**src/rtl/multicycle_control_fsm.sv**
```systemverilog
`default_nettype none
// ============================================================================
// Module   : multicycle_control_fsm
// Purpose  : Main control FSM for an RV32I multicycle datapath. Optional
//            retired-instruction counter enabled by defining MC_INSTRET_EN.
// Revision : 1.0 - initial release
// ============================================================================
module multicycle_control_fsm #(
    parameter int ILLEGAL_HALT = 0,
    parameter int INSTRET_W    = 32
) (
    input  logic       clk,
    input  logic       reset,
    input  logic [6:0] opcode,
    input  logic       Zero,
    input  logic       MemReady,
    output logic       IRWrite,
    output logic       PCWrite,
    output logic       AdrSrc,
    output logic       MemWrite,
    output logic       RegWrite,
    output logic [1:0] ResultSrc,
    output logic [1:0] ALUSrcA,
    output logic [1:0] ALUSrcB,
    output logic [1:0] ALUOp,
    output logic [1:0] ImmSrc,
    output logic       Illegal,
    output logic       Halted
`ifdef MC_INSTRET_EN
    ,
    output logic [INSTRET_W-1:0] instret
`endif
);

    localparam logic [6:0] c_OP_LW   = 7'b0000011;
    localparam logic [6:0] c_OP_SW   = 7'b0100011;
    localparam logic [6:0] c_OP_R    = 7'b0110011;
    localparam logic [6:0] c_OP_IMM  = 7'b0010011;
    localparam logic [6:0] c_OP_JAL  = 7'b1101111;
    localparam logic [6:0] c_OP_BEQ  = 7'b1100011;

    localparam logic [3:0] c_FETCH    = 4'd0;
    localparam logic [3:0] c_DECODE   = 4'd1;
    localparam logic [3:0] c_MEMADR   = 4'd2;
    localparam logic [3:0] c_MEMREAD  = 4'd3;
    localparam logic [3:0] c_MEMWB    = 4'd4;
    localparam logic [3:0] c_MEMWRITE = 4'd5;
    localparam logic [3:0] c_EXECR    = 4'd6;
    localparam logic [3:0] c_EXECI    = 4'd7;
    localparam logic [3:0] c_JAL      = 4'd8;
    localparam logic [3:0] c_ALUWB    = 4'd9;
    localparam logic [3:0] c_BEQ      = 4'd10;
    localparam logic [3:0] c_HALT     = 4'd11;

    logic [3:0] r_state;
    logic [3:0] w_next;
    logic       w_irwrite;
    logic       w_pcwrite;
    logic       w_memwrite;
    logic       w_regwrite;
    logic       w_illegal;
    logic       w_halted;

    always_ff @(posedge clk) begin
        if (reset) begin
            r_state <= c_FETCH;
        end else begin
            r_state <= w_next;
        end
    end

    always_comb begin
        w_next = c_FETCH;
        case (r_state)
            c_FETCH:    w_next = MemReady ? c_DECODE : c_FETCH;
            c_DECODE: begin
                case (opcode)
                    c_OP_LW, c_OP_SW: w_next = c_MEMADR;
                    c_OP_R:           w_next = c_EXECR;
                    c_OP_IMM:         w_next = c_EXECI;
                    c_OP_JAL:         w_next = c_JAL;
                    c_OP_BEQ:         w_next = c_BEQ;
                    default:          w_next = (ILLEGAL_HALT != 0) ? c_HALT : c_FETCH;
                endcase
            end
            c_MEMADR:   w_next = (opcode == c_OP_SW) ? c_MEMWRITE : c_MEMREAD;
            c_MEMREAD:  w_next = MemReady ? c_MEMWB : c_MEMREAD;
            c_MEMWB:    w_next = c_FETCH;
            c_MEMWRITE: w_next = MemReady ? c_FETCH : c_MEMWRITE;
            c_EXECR:    w_next = c_ALUWB;
            c_EXECI:    w_next = c_ALUWB;
            c_JAL:      w_next = c_ALUWB;
            c_ALUWB:    w_next = c_FETCH;
            c_BEQ:      w_next = c_FETCH;
            c_HALT:     w_next = c_HALT;
            default:    w_next = c_FETCH;
        endcase
    end

    always_comb begin
        w_irwrite  = 1'b0;
        w_pcwrite  = 1'b0;
        w_memwrite = 1'b0;
        w_regwrite = 1'b0;
        w_illegal  = 1'b0;
        w_halted   = 1'b0;
        AdrSrc     = 1'b0;
        ResultSrc  = 2'b00;
        ALUSrcA    = 2'b00;
        ALUSrcB    = 2'b00;
        ALUOp      = 2'b00;
        case (r_state)
            c_FETCH: begin
                ALUSrcB   = 2'b10;
                ResultSrc = 2'b10;
                w_irwrite = MemReady;
                w_pcwrite = MemReady;
            end
            c_DECODE: begin
                ALUSrcA = 2'b01;
                ALUSrcB = 2'b01;
                case (opcode)
                    c_OP_LW, c_OP_SW, c_OP_R, c_OP_IMM, c_OP_JAL, c_OP_BEQ: w_illegal = 1'b0;
                    default: w_illegal = 1'b1;
                endcase
            end
            c_MEMADR: begin
                ALUSrcA = 2'b10;
                ALUSrcB = 2'b01;
            end
            c_MEMREAD:  AdrSrc = 1'b1;
            c_MEMWB: begin
                ResultSrc  = 2'b01;
                w_regwrite = 1'b1;
            end
            c_MEMWRITE: begin
                AdrSrc     = 1'b1;
                w_memwrite = 1'b1;
            end
            c_EXECR: begin
                ALUSrcA = 2'b10;
                ALUOp   = 2'b10;
            end
            c_EXECI: begin
                ALUSrcA = 2'b10;
                ALUSrcB = 2'b01;
                ALUOp   = 2'b10;
            end
            c_JAL: begin
                ALUSrcA   = 2'b01;
                ALUSrcB   = 2'b10;
                w_pcwrite = 1'b1;
            end
            c_ALUWB:    w_regwrite = 1'b1;
            c_BEQ: begin
                ALUSrcA   = 2'b10;
                ALUOp     = 2'b01;
                w_pcwrite = Zero;
            end
            c_HALT:     w_halted = 1'b1;
            default: ;
        endcase
    end

    // Enables are masked by reset so a reset landing mid-access never writes.
    assign IRWrite  = w_irwrite  & ~reset;
    assign PCWrite  = w_pcwrite  & ~reset;
    assign MemWrite = w_memwrite & ~reset;
    assign RegWrite = w_regwrite & ~reset;
    assign Illegal  = w_illegal  & ~reset;
    assign Halted   = w_halted   & ~reset;

    always_comb begin
        case (opcode)
            c_OP_SW:  ImmSrc = 2'b01;
            c_OP_BEQ: ImmSrc = 2'b10;
            c_OP_JAL: ImmSrc = 2'b11;
            default:  ImmSrc = 2'b00;
        endcase
    end

`ifdef MC_INSTRET_EN
    logic w_retire;

    assign w_retire = (r_state == c_MEMWB) || (r_state == c_ALUWB) || (r_state == c_BEQ) ||
                      ((r_state == c_MEMWRITE) && MemReady);

    always_ff @(posedge clk) begin
        if (reset) begin
            instret <= '0;
        end else if (w_retire) begin
            instret <= instret + 1'b1;
        end
    end
`endif

endmodule
`default_nettype wire

```
**config.mk**
```make
export PLATFORM = sky130hd
export DESIGN_NAME = multicycle_control_fsm
export DESIGN_NICKNAME = d
export VERILOG_FILES = /design/src/rtl/multicycle_control_fsm.sv
export SDC_FILE = /design/constraint.sdc
export NUM_CORES = 1
export LEC_CHECK = 0
export ABC_AREA = 1
export BUFFER_PORTS_ARGS = -buffer_cell sky130_fd_sc_hd__clkbuf_2
export CAP_MARGIN = 10
export CORE_AREA = 10 10 47 49
export DETAILED_ROUTE_END_ITERATION = 10
export DIE_AREA = 0 0 57 59
export GPL_ROUTABILITY_DRIVEN = 0
export PLACE_DENSITY = 0.82
export SYNTH_ARGS = -nofsm -noshare
export SYNTH_HDL_FRONTEND = slang
export SYNTH_SLANG_ARGS = --single-unit
```
**constraint.sdc**
```tcl
create_clock -name clk -period 1.5 [get_ports clk]
set_clock_uncertainty 0.2 [all_clocks]
set_input_delay 0.075 -clock clk [delete_from_list [all_inputs] [get_ports clk]]
set_output_delay 0.075 -clock clk [all_outputs]
set_load 0.02 [all_outputs]
```
==> Word level (Yosys, flattened, before mapping) <==
Cells that the tools add are included.
{ "totals": {"reg_bits": 4, "latchBits": 0, "ram_bits": 0, "romBits": 0, "in_bits": 11, "out_inout_bits": 17, "wordCells": 55, "mem_count": 0} }
{ "op_classes": {"n_addsub": 0, "multipliers": 0, "div_mod_pow": 0, "order_cmp": 0, "eq_ne": 17, "n_shift": 0, "n_mux": 19, "bitwise": 7, "n_reduce_logical": 11} }
{ "op_table": {"columns": ["op", "count"], "rows": [
  ["$pmux W4 S7", 1],
  ["$pmux W4 S5", 1],
  ["$eq A4 B3 Y1 const B", 4],
  ["$eq A4 B4 Y1 const B", 4],
  ["$pmux W2 S2", 4],
  ["$eq A7 B6 Y1 const B", 2],
  ["$eq A7 B7 Y1 const B", 2],
  ["$reduce_or A2 Y1", 6],
  ["$mux W3", 3],
  ["$eq A4 B2 Y1 const B", 2],
  ["$mux W1", 8],
  ["$eq A7 B2 Y1 const B", 1],
  ["$eq A7 B5 Y1 const B", 1],
  ["$and A1 B1 Y1", 6],
  ["$pmux W2 S3", 1],
  ["$reduce_or A3 Y1", 2],
  ["$reduce_or A6 Y1", 1],
  ["$eq A4 B1 Y1 const B", 1],
  ["$logic_not A4 Y1", 1],
  ["$reduce_or A4 Y1", 1],
  ["$pmux W1 S3", 1],
  ["$not A1 Y1", 1]
]} }

==> Longest topological paths before layout <==
{ "logic_depth": {"word_depth": 5, "depth_mapped": 8, "depth_no_buf": 8} }

==> Worst setup path before layout <==
Ideal clock, no wire load.
{ "synth_timing": {"kind": "reg2out", "startpoint": "reg r_state[1]", "endpoint": "out PCWrite", "t_arrival_ns": 1.234, "slack_ns": -0.009, "path_stages_with_launch": 6, "path_buffers": 0, "path_cell_list": "dfxtp_1 -> nor2_1 -> nand2_1 -> inv_2 -> nand2_2 -> a31oi_1"} }
{ "synth_between": {"elab_chain_cells": 3} }
{ "synth_lines": {"columns": ["element", "line_no", "source"], "rows": [
  ["start, declared", "55", "logic [3:0] r_state;"],
  ["start signal, assigned", "66", "r_state <= c_FETCH;"],
  ["start signal, assigned", "68", "r_state <= w_next;"],
  ["$eq A4 B4 Y1 / $logic_not A4 Y1 (equally long branches)", "112", "case (r_state)"],
  ["$pmux W1 S3 (*)", "112", null],
  ["$and A1 B1 Y1 (*)", "167", "assign PCWrite = w_pcwrite & ~reset;"],
  ["end, declared", "18", "output logic PCWrite,"]
]} }
Mark *: on every way between the ends. The rest lies on a longest branch, timed or not.

==> Final worst setup path <==
{ "layout_timing": {"startpoint": "reg r_state[3]", "endpoint": "out PCWrite"} }
Same word-level chain as after synthesis.

==> impl_metrics.tcl <==
set metrics [dict create \
    coreArea_um2 1400 \
    arrival_ns 1.30 \
    cp-endpoint "PCWrite" \
    rows 14 \
    post_dp_cell_area_um2 698 \
    synth_nets 111 \
    worstSetupPathType "register to output port" \
    drtPass1Iterations 5 \
    clock_latency_ns 0.24 \
    grt_pass1_wl_um 3390 \
    avgSynthCellArea_um2 5.27 \
    avgViaCountPerCell 4.90 \
    drtIter0Drc 8 \
    drv_slew 0 \
    clock-root-buffer "clkbuf_4" \
    ys_seq_area_share_pct 15.2 \
    rr_worst_depth 10 \
    syn_area_um2 527 \
    synth_common_cells "nand2_1, nor2_1, inv_1" \
    critPathMaxFanout 4 \
    grt_max_degree 9 \
    crit_required_ns 1.22 \
    ys_ff_latch 4 \
    overflow 0 \
    power_frac_seq_pct 30.0 \
    switchingPower_uw 125 \
    start_util_pct 37.6 \
    p_comb_share_pct 33.3 \
    ys.flop_type "dfxtp_1" \
    synth-edff-count 0 \
    nFillCells 134 \
    dieArea_um2 3360 \
    critPathLaunchType "register" \
    grt_pass1_vias 794 \
    die_y_um 59 \
    final_cell_area_um2 911 \
    holdWs_ns 0.0650 \
    cts_tree "yes" \
    track_usage_pct 12.3 \
    die_width_um 57 \
    power_density_nw_per_um2 404 \
    yosysMostFrequentCell "nand2_1" \
    diodes 0 \
    drt-total-wl_um 1990 \
    clock_sinks 4 \
    io_pins 28 \
    tightest_slew_ns 0.213 \
    cap_violations 0 \
    fmax_mhz 636 \
    synth_top_area_share_pct 17.1 \
    setup_violations 5 \
    routedWlPerCell_um 12.9 \
    p_leak_uw 0.000517 \
    cts_buffers 3 \
    synth.largest_area_cell "nand2_1" \
    r2r-end "r_state[0]$_SDFF_PP0_" \
    hpwl_um 1430 \
    min_period_ns 1.57 \
    yosysWarnings 0 \
    p_int_uw 244 \
    max_slew_margin_pct 85.7 \
    clkPwrFrac_pct 36.7 \
    synth.top_cells.by_area "nand2_1, dfxtp_1, nor2_1, inv_1, nor2_2" \
    ant_nets 0 \
    vdd_drop_max_v 0.000419 \
    via_count 754 \
    fin_nets 151 \
    startpoint "r_state[3]$_SDFF_PP0_" \
    period_share_pct 105 \
    clk_path_buf_depth 2 \
    io_buffers 27 \
    status "finished, violations left" \
    synth_cells 100 \
    htree_levels 1 \
    top_regs "r_state (4)" \
    remaining_drc_errors 0 \
    timing.rr.start "r_state[2]$_SDFF_PP0_" \
    hold_class "input port to register" \
    rsz0062_at_grt "yes" \
    antenna_found_initial 0 \
    violations "negative setup slack" \
    fin_util_pct 65.0 \
    synth-async-reset-ratio_pct 0 \
    switching_share_pct 33.9 \
    hold_violations 0 \
    largest_reg_flops 4 \
    end_kind "output port" \
    syn2layout_area_growth_pct 72.9 \
    top_register "r_state" \
    r2r_slack_ns 0.11 \
    drive_gt1_share_pct 55.1 \
    synth_cell_types 19 \
    clk_pin_slew_ns 0.04 \
    fin_ws_ns -0.0723 \
]
-- layer usage --
metal | vias up | GRT usage, % | share of wire [%] | wire [µm]
li1 | 387 | - | - | -
met1 | 318 | 12.2 | 38 | 764
met2 | 40 | 21.4 | 49 | 983
met3 | 9 | 5.15 | 7.6 | 150
met4 | 0 | 6.38 | 4.4 | 88
met5 | - | 0 | 0 | 0
-- area by class of cell --
class	instances	area, µm²	share of cell area (%)
tap	16	20.0	2.20
inverter	21	86.3	9.48
timing repair buffer	36	256	28.2
multi-input combinational	74	433	47.5
clock buffer	3	22.5	2.47
sequential	4	92.6	10.2
-- power by group through the flow --
stage	Clock [µW]	Sequential (µW)	Combinational [µW]
after floorplan	0	114	67.2
after global placement	0	114	103
after detailed placement	0	114	105
after CTS	141	110	118
after global routing	156	110	136
final	135	110	123
-- cell families after synthesis --
group                  after synthesis  share of synthesized area [%]
AND/OR/NAND/NOR                     65                           57.7
buffers and inverters               22                           16.9
AO/OA/AOI/OAI                        9                           10.2
flip-flops                           4                           15.2
-- worst min path at each step --
| stage | startpoint | endpoint | cells after the start |
|---|---|---|---|
| CTS | MemReady | r_state[0]$_SDFF_PP0_ | 5 |
| global route | MemReady | r_state[0]$_SDFF_PP0_ | 5 |
| global placement | reset | r_state[0]$_SDFF_PP0_ | 2 |
| finish | MemReady | r_state[0]$_SDFF_PP0_ | 5 |
| detailed placement | reset | r_state[2]$_SDFF_PP0_ | 2 |
| floorplan | MemReady | IRWrite | 2 |
-- critical path, stage by stage, from the launching register on --
cell,delay [ns]
dfxtp_4,0.38
inv_4,0.06
nor2_4,0.13
nand2_2,0.07
inv_2,0.05
nand2_1,0.06
a31oi_2,0.14
clkbuf_8,0.17
-- layout by cell type, fill, tap and decap left out, drive strengths merged, types with 2 or more instances in the layout --
master / Yosys / routed
nand2: 30 / 30
nor2: 27 / 27
clkbuf: 0 / 21
inv: 21 / 21
buf: 1 / 16
nand3: 5 / 5
dfxtp: 4 / 4
o21ai: 3 / 3
o211ai: 2 / 2
nor3: 2 / 2
a21oi: 2 / 2
dlygate4sd3: 0 / 2
-- what timing repair did --
action	in CTS	in global routing
hold buffers	2	0
gates resized for setup	27	25
setup endpoints to repair	11	13
endpoints found under the hold margin	2	0
setup buffers	4	1
pin swaps	5	4
-- per-stage QoR --
step           TNS, ns  cells  worst slack [ns]  power [µW]
2_1_floorplan        0    100            0.0390         181
3_3_place_gp         0    144            0.0668         217
3_5_place_dp         0    144            0.0208         219
4_1_cts         -0.158    153           -0.0464         369
5_1_grt         -0.766    154            -0.166         403
6_report        -0.201    154           -0.0723         368
Power figures use the tool's default switching activity.
